`config.mk`:
```
export PLATFORM = sky130hd
export DESIGN_NAME = sipo_16bit_flat
export DESIGN_NICKNAME = d
export VERILOG_FILES = /design/src/rtl/sipo_pkg.sv /design/src/rtl/sipo_16bit_if.sv /design/src/rtl/sipo_16bit_stage.sv /design/src/rtl/sipo_16bit.sv /design/src/flat_wrapper.sv
export SDC_FILE = /design/constraint.sdc
export NUM_CORES = 1
export LEC_CHECK = 0
export ABC_AREA = 0
export CAP_MARGIN = 0
export CELL_PAD_IN_SITES_DETAIL_PLACEMENT = 0
export CELL_PAD_IN_SITES_GLOBAL_PLACEMENT = 1
export CORE_UTILIZATION = 40
export CTS_CLUSTER_DIAMETER = 100
export CTS_CLUSTER_SIZE = 8
export DETAILED_ROUTE_END_ITERATION = 8
export MAX_ROUTING_LAYER = met4
export PLACE_DENSITY_LB_ADDON = 0.1
export SLEW_MARGIN = 5
export SYNTH_ARGS = -nofsm -noshare
export SYNTH_HDL_FRONTEND = slang
export SYNTH_SLANG_ARGS = --single-unit
```
`constraint.sdc`:
```
create_clock -name clk -period 4.8 [get_ports clk]
set_clock_uncertainty 0.1 [all_clocks]
set_input_delay 0.96 -clock clk [delete_from_list [all_inputs] [get_ports clk]]
set_output_delay 0.96 -clock clk [all_outputs]
set_load 0.02 [all_outputs]
```
`src/rtl/sipo_pkg.sv`:
```
// Shared constants for the 16-bit serial-in, parallel-out frame assembler.
package sipo_pkg;
   localparam int WIDTH = 16;
   localparam int DEPTH = 8;
   localparam int CNT_W = 3;

   localparam logic [WIDTH-1:0] RST_WORD = 16'h0000;
   localparam logic [CNT_W-1:0] LAST_IDX = CNT_W'(DEPTH - 1);
endpackage : sipo_pkg

```
`src/rtl/sipo_16bit_if.sv`:
```
// Word-stream input and parallel frame output bundle of the frame assembler.
//
// Handshake: the stream has no back-pressure. A word is accepted on every
// rising clock edge where en=1; sof is sampled only on such an edge and tags
// din as word 0 of a new frame. valid is a one-cycle strobe (no ready) that
// marks y0..y7 as freshly updated; y0..y7 hold until the next completed frame.
interface sipo_16bit_if;
   import sipo_pkg::*;

   logic [WIDTH-1:0] din;
   logic             en;
   logic             sof;
   logic [WIDTH-1:0] y0;
   logic [WIDTH-1:0] y1;
   logic [WIDTH-1:0] y2;
   logic [WIDTH-1:0] y3;
   logic [WIDTH-1:0] y4;
   logic [WIDTH-1:0] y5;
   logic [WIDTH-1:0] y6;
   logic [WIDTH-1:0] y7;
   logic             valid;
   logic             busy;
   logic [CNT_W-1:0] cnt;

   modport master (
      output din, en, sof,
      input  y0, y1, y2, y3, y4, y5, y6, y7, valid, busy, cnt
   );

   modport slave (
      input  din, en, sof,
      output y0, y1, y2, y3, y4, y5, y6, y7, valid, busy, cnt
   );
endinterface : sipo_16bit_if

```
`src/rtl/sipo_16bit_stage.sv`:
```
// One word-wide enable register with asynchronous active-low reset; used both
// for the shift chain and for the parallel output bank.
module sipo_stage
   import sipo_pkg::*;
#(
   parameter int W = WIDTH
) (
   input  logic         clk_i,
   input  logic         rst_ni,
   input  logic         en_i,
   input  logic [W-1:0] d_i,
   output logic [W-1:0] q_o
);

   logic [W-1:0] word_q;

   // Load d_i when enabled, otherwise hold.
   always_ff @(posedge clk_i or negedge rst_ni) begin
      if (!rst_ni) begin
         word_q <= W'(RST_WORD);
      end else if (en_i) begin
         word_q <= d_i;
      end
   end

   assign q_o = word_q;

endmodule : sipo_stage

```
`src/rtl/sipo_16bit.sv`:
```
// Serial-in, parallel-out frame assembler: collects eight accepted words into a
// frame and presents it on y0..y7 (y0 = first word) with a one-cycle valid.
module sipo_16bit
   import sipo_pkg::*;
(
   input  logic         clk,
   input  logic         rst,
   sipo_16bit_if.slave  bus
);

   logic [WIDTH-1:0] s_q [DEPTH];
   logic [WIDTH-1:0] s_d [DEPTH];
   logic [WIDTH-1:0] y_q [DEPTH];
   logic [WIDTH-1:0] y_d [DEPTH];

   logic [CNT_W-1:0] cnt_q, cnt_d;
   logic             valid_q, valid_d;
   logic             frame_done;

   // Eighth word of a frame: a plain accept while seven words are already held.
   // An sof on that edge restarts the frame instead of completing it.
   assign frame_done = bus.en && !bus.sof && (cnt_q == LAST_IDX);

   // The newest word enters at the top; y7 takes din directly because the
   // completing word never sits in the chain.
   assign s_d[DEPTH-1] = bus.din;
   assign y_d[DEPTH-1] = bus.din;

   genvar k;
   generate
      for (k = 0; k < DEPTH - 1; k++) begin : g_link
         assign s_d[k] = s_q[k+1];
         assign y_d[k] = s_q[k+1];
      end

      for (k = 0; k < DEPTH; k++) begin : g_bank
         sipo_stage #(.W(WIDTH)) u_shift (
            .clk_i  (clk),
            .rst_ni (rst),
            .en_i   (bus.en),
            .d_i    (s_d[k]),
            .q_o    (s_q[k])
         );

         sipo_stage #(.W(WIDTH)) u_out (
            .clk_i  (clk),
            .rst_ni (rst),
            .en_i   (frame_done),
            .d_i    (y_d[k]),
            .q_o    (y_q[k])
         );
      end
   endgenerate

   // Word counter: sof restarts at one, otherwise count up and wrap 7 -> 0.
   always_comb begin
      cnt_d   = cnt_q;
      valid_d = frame_done;
      if (bus.en) begin
         if (bus.sof) begin
            cnt_d = CNT_W'(1);
         end else begin
            cnt_d = cnt_q + CNT_W'(1);
         end
      end
   end

   // Counter and valid strobe registers.
   always_ff @(posedge clk or negedge rst) begin
      if (!rst) begin
         cnt_q   <= '0;
         valid_q <= 1'b0;
      end else begin
         cnt_q   <= cnt_d;
         valid_q <= valid_d;
      end
   end

   assign bus.cnt   = cnt_q;
   assign bus.busy  = (cnt_q != '0);
   assign bus.valid = valid_q;
   assign bus.y0    = y_q[0];
   assign bus.y1    = y_q[1];
   assign bus.y2    = y_q[2];
   assign bus.y3    = y_q[3];
   assign bus.y4    = y_q[4];
   assign bus.y5    = y_q[5];
   assign bus.y6    = y_q[6];
   assign bus.y7    = y_q[7];

endmodule : sipo_16bit

```
`src/flat_wrapper.sv`:
```
// flat-port wrapper written by rule: the top's interface ports become plain ports
module sipo_16bit_flat import sipo_pkg::*;
  (clk, rst, bus_din, bus_en, bus_sof, bus_y0, bus_y1, bus_y2, bus_y3, bus_y4, bus_y5, bus_y6, bus_y7, bus_valid, bus_busy, bus_cnt);
  sipo_16bit_if bus_i ();
  input  logic clk;
  input  logic rst;
  input wire logic [$bits(bus_i.din)-1:0] bus_din;
  input wire logic [$bits(bus_i.en)-1:0] bus_en;
  input wire logic [$bits(bus_i.sof)-1:0] bus_sof;
  output wire logic [$bits(bus_i.y0)-1:0] bus_y0;
  output wire logic [$bits(bus_i.y1)-1:0] bus_y1;
  output wire logic [$bits(bus_i.y2)-1:0] bus_y2;
  output wire logic [$bits(bus_i.y3)-1:0] bus_y3;
  output wire logic [$bits(bus_i.y4)-1:0] bus_y4;
  output wire logic [$bits(bus_i.y5)-1:0] bus_y5;
  output wire logic [$bits(bus_i.y6)-1:0] bus_y6;
  output wire logic [$bits(bus_i.y7)-1:0] bus_y7;
  output wire logic [$bits(bus_i.valid)-1:0] bus_valid;
  output wire logic [$bits(bus_i.busy)-1:0] bus_busy;
  output wire logic [$bits(bus_i.cnt)-1:0] bus_cnt;
  assign bus_i.din = bus_din;
  assign bus_i.en = bus_en;
  assign bus_i.sof = bus_sof;
  assign bus_y0 = bus_i.y0;
  assign bus_y1 = bus_i.y1;
  assign bus_y2 = bus_i.y2;
  assign bus_y3 = bus_i.y3;
  assign bus_y4 = bus_i.y4;
  assign bus_y5 = bus_i.y5;
  assign bus_y6 = bus_i.y6;
  assign bus_y7 = bus_i.y7;
  assign bus_valid = bus_i.valid;
  assign bus_busy = bus_i.busy;
  assign bus_cnt = bus_i.cnt;
  sipo_16bit u_core (.clk(clk), .rst(rst), .bus(bus_i));
endmodule
```
==> reports/results.ini <==
[timing]
tightest_slew_ns = 0.888
rsz0062_at_grt = false
setup_tns_ns = 0
slew_violations = 0
timing.final.ws_setup_ns = 1.95
post-route-period-util = 0.593
period_needed_ns = 2.85
whs_ns = 0.396
max_freq_mhz = 351
relSlewSlack = 0.408
hold_violations = 0
setup_violations = 0

[die]
core_region_area_um2 = 22100
rows = 54
start_util = 0.413
io-pin-count = 153
fp.dieH_um = 153
die_area_um2 = 23400
fp.dieW_um = 153

[synthesis]
yosysSeqAreaShare = 0.669
netlist_top_cells_count = dfrtp_1, mux2_2, buf_2, buf_6, inv_1
synth_xor_xnor_area_share = 0
syn_area_um2 = 9130
syn_avg_cell_area_um2 = 17.4
synth_mux_area_frac = 0.296
synthFlopType = dfrtp_1
yosys_warnings = 0
yosys.area_share.simple = 0.00343
synth.most_common_cell = dfrtp_1
synth_cell_types = 15
syn-num-nets = 549
synth_edf_count = 0
synth_top_family_by_area = multiplexers
yosys.area_share.adder = 0.00411
synth-async-reset-ratio = 1.00
synth_area_leader_cell = dfrtp_1
ys_seq_elements = 244
synth_compound_area_frac = 0.00219
synth.top_cell.area_share = 0.669
netlist_instances = 526
synth.area.top_cells = dfrtp_1, mux2_2, buf_6

[global_routing]
grt.total_usage = 0.162
grt_pass1_wl_um = 29300
grt-ovfl-total = 0
grt_max_degree = 106
antenna_found_initial = 0
grt_pass1_vias = 5276

[worst_setup_path]
crit_chain = inv_1, ha_1, nand2b_1, clkdlybuf4s50_1
path_class = flip-flop to output port
critPathLaunchType = flip-flop
cpPeakStageDelay_ns = 0.60
cpMaxStageDelayCell = clkdlybuf4s50_1
endpoint_kind = output port
reg2reg_slack_ns = 2.33
required_ns = 3.74
critPathArrivalTime_ns = 1.79
path_max_fanout = 5

[routing]
vias = 4825
via_per_inst = 4.95
drc_errors = 0
avgRoutedWirePerCell_um = 18.0
drtAntennaViolNets = 0
drtIter0Drc = 146
first_pass_iters = 4
wl_um = 17500

[finish]
fin_util = 0.535
final_area_um2 = 11800
diodes = 0
nNetsFinal = 718
drive_gt1_frac = 0.413
areaGrowthSynthToFinish_pct = 29.5
final_cells = 975

[placement]
dp_hpwl_um = 11200
port_buffers = 152
dp_cells = 937
gp_congestion = 0.699
place_ws_ns = 1.45
postPlaceCellArea_um2 = 10900

[power]
peakVddDrop_v = 0.000249
power_mw = 6.81
p_sw_frac = 0.274
p_int_mw = 4.95
power_density_nw_per_um2 = 576
leakage_nw = 5.43
power_switching_mw = 1.87
power_frac_comb = 0.245
power_frac_seq = 0.436
clkPwrFrac = 0.319

[min_path]
hold_class = flip-flop to flip-flop

[cts]
hold_buffers = 0
clkTransAtPathRegs_ns = 0.05
clock_latency_ns = 0.48
clock_path_buffers = 3
clk_root_buffer_cell = clkbuf_16
cts_setup_buffers = 0
htree_levels = 2
cts_buffers = 36
clock_sinks = 244
ctsResizeCount = 0
cts_tree = done

[run_status]
outcome = completed

[job]
cap_viol_max_count = 0

[metal layers]
metal | global-route usage | part of all wire
met1 | 0.219 | 0.47
met2 | 0.240 | 0.46
met3 | 0.0414 | 0.054
met4 | 0.0515 | 0.014
met5 | - | 0
[sequential cells by signal, indices dropped and copies added (netlist names)]
register	flops
u_core.g_bank.u_out.q_o	128
u_core.bus.cnt	3
u_core.bus.valid	1
u_core.g_bank.u_shift.q_o	112
[final timing paths]
path                                                                end                                    startpoint  cells past startpoint
setup / recovery                                               bus_busy                 u_core.bus.cnt[0]$_DFFE_PN0P_                      4
hold / removal             u_core.g_bank[1].u_shift.q_o[11]$_DFFE_PN0P_  u_core.g_bank[1].u_shift.q_o[11]$_DFFE_PN0P_                      1
setup reg to reg              u_core.g_bank[7].u_out.q_o[6]$_DFFE_PN0P_                 u_core.bus.cnt[0]$_DFFE_PN0P_                      5
hold reg to reg            u_core.g_bank[1].u_shift.q_o[11]$_DFFE_PN0P_  u_core.g_bank[1].u_shift.q_o[11]$_DFFE_PN0P_                      1
max in group asynchronous    u_core.g_bank[5].u_out.q_o[15]$_DFFE_PN0P_                                           rst                      2
min in group asynchronous     u_core.g_bank[0].u_out.q_o[5]$_DFFE_PN0P_                                           rst                      1
[cells in the final DEF, fill, tap and decap left out, drive strengths merged]
cell type and instances:
bufinv 1, inv 4, nand2b 1, dfrtp 244
a22o 1, nand2 1, buf 8, ha 3
a21oi 1, o22ai 1, nor2 1, clkdlybuf4s50 150
clkbuf 37, nand3b 1, nor2b 1, mux2 240
[layout make-up]
cell class / instances / area (µm²)
fill: 1784 / 10300
tap: 280 / 350
timing repair buffer: 158 / 1590
inverter: 4 / 15.0
clock buffer: 37 / 926
clock inverter: 1 / 30.0
multi-input combinational: 251 / 2800
sequential: 244 / 6110
[power by group through the flow]
stage               logic [mW]  registers (mW)  clock network (mW)
floorplan                0.521            3.27                   0
global placement          1.67            2.99                   0
detailed placement        1.69            3.01                   0
CTS                       1.70            2.98                2.24
global route              1.78            3.05                2.33
finish                    1.67            2.97                2.17
[worst max-delay path, delay by kind of cell, from the launching register on]
family	cells	cell delay [ns]
flip-flops	1	0.40
adder cells (fa/ha/maj)	1	0.19
buffers and inverters	2	0.66
AND/OR/NAND/NOR	1	0.06
[kinds of logic after synthesis]
logic type	count (synthesis)
AOI/OAI and AO/OA	3
adders and majority gates	3
buffers and inverters	31
DFF	244
muxes	240
and+or+nand+nor	5
Power figures use the tool's default switching activity.
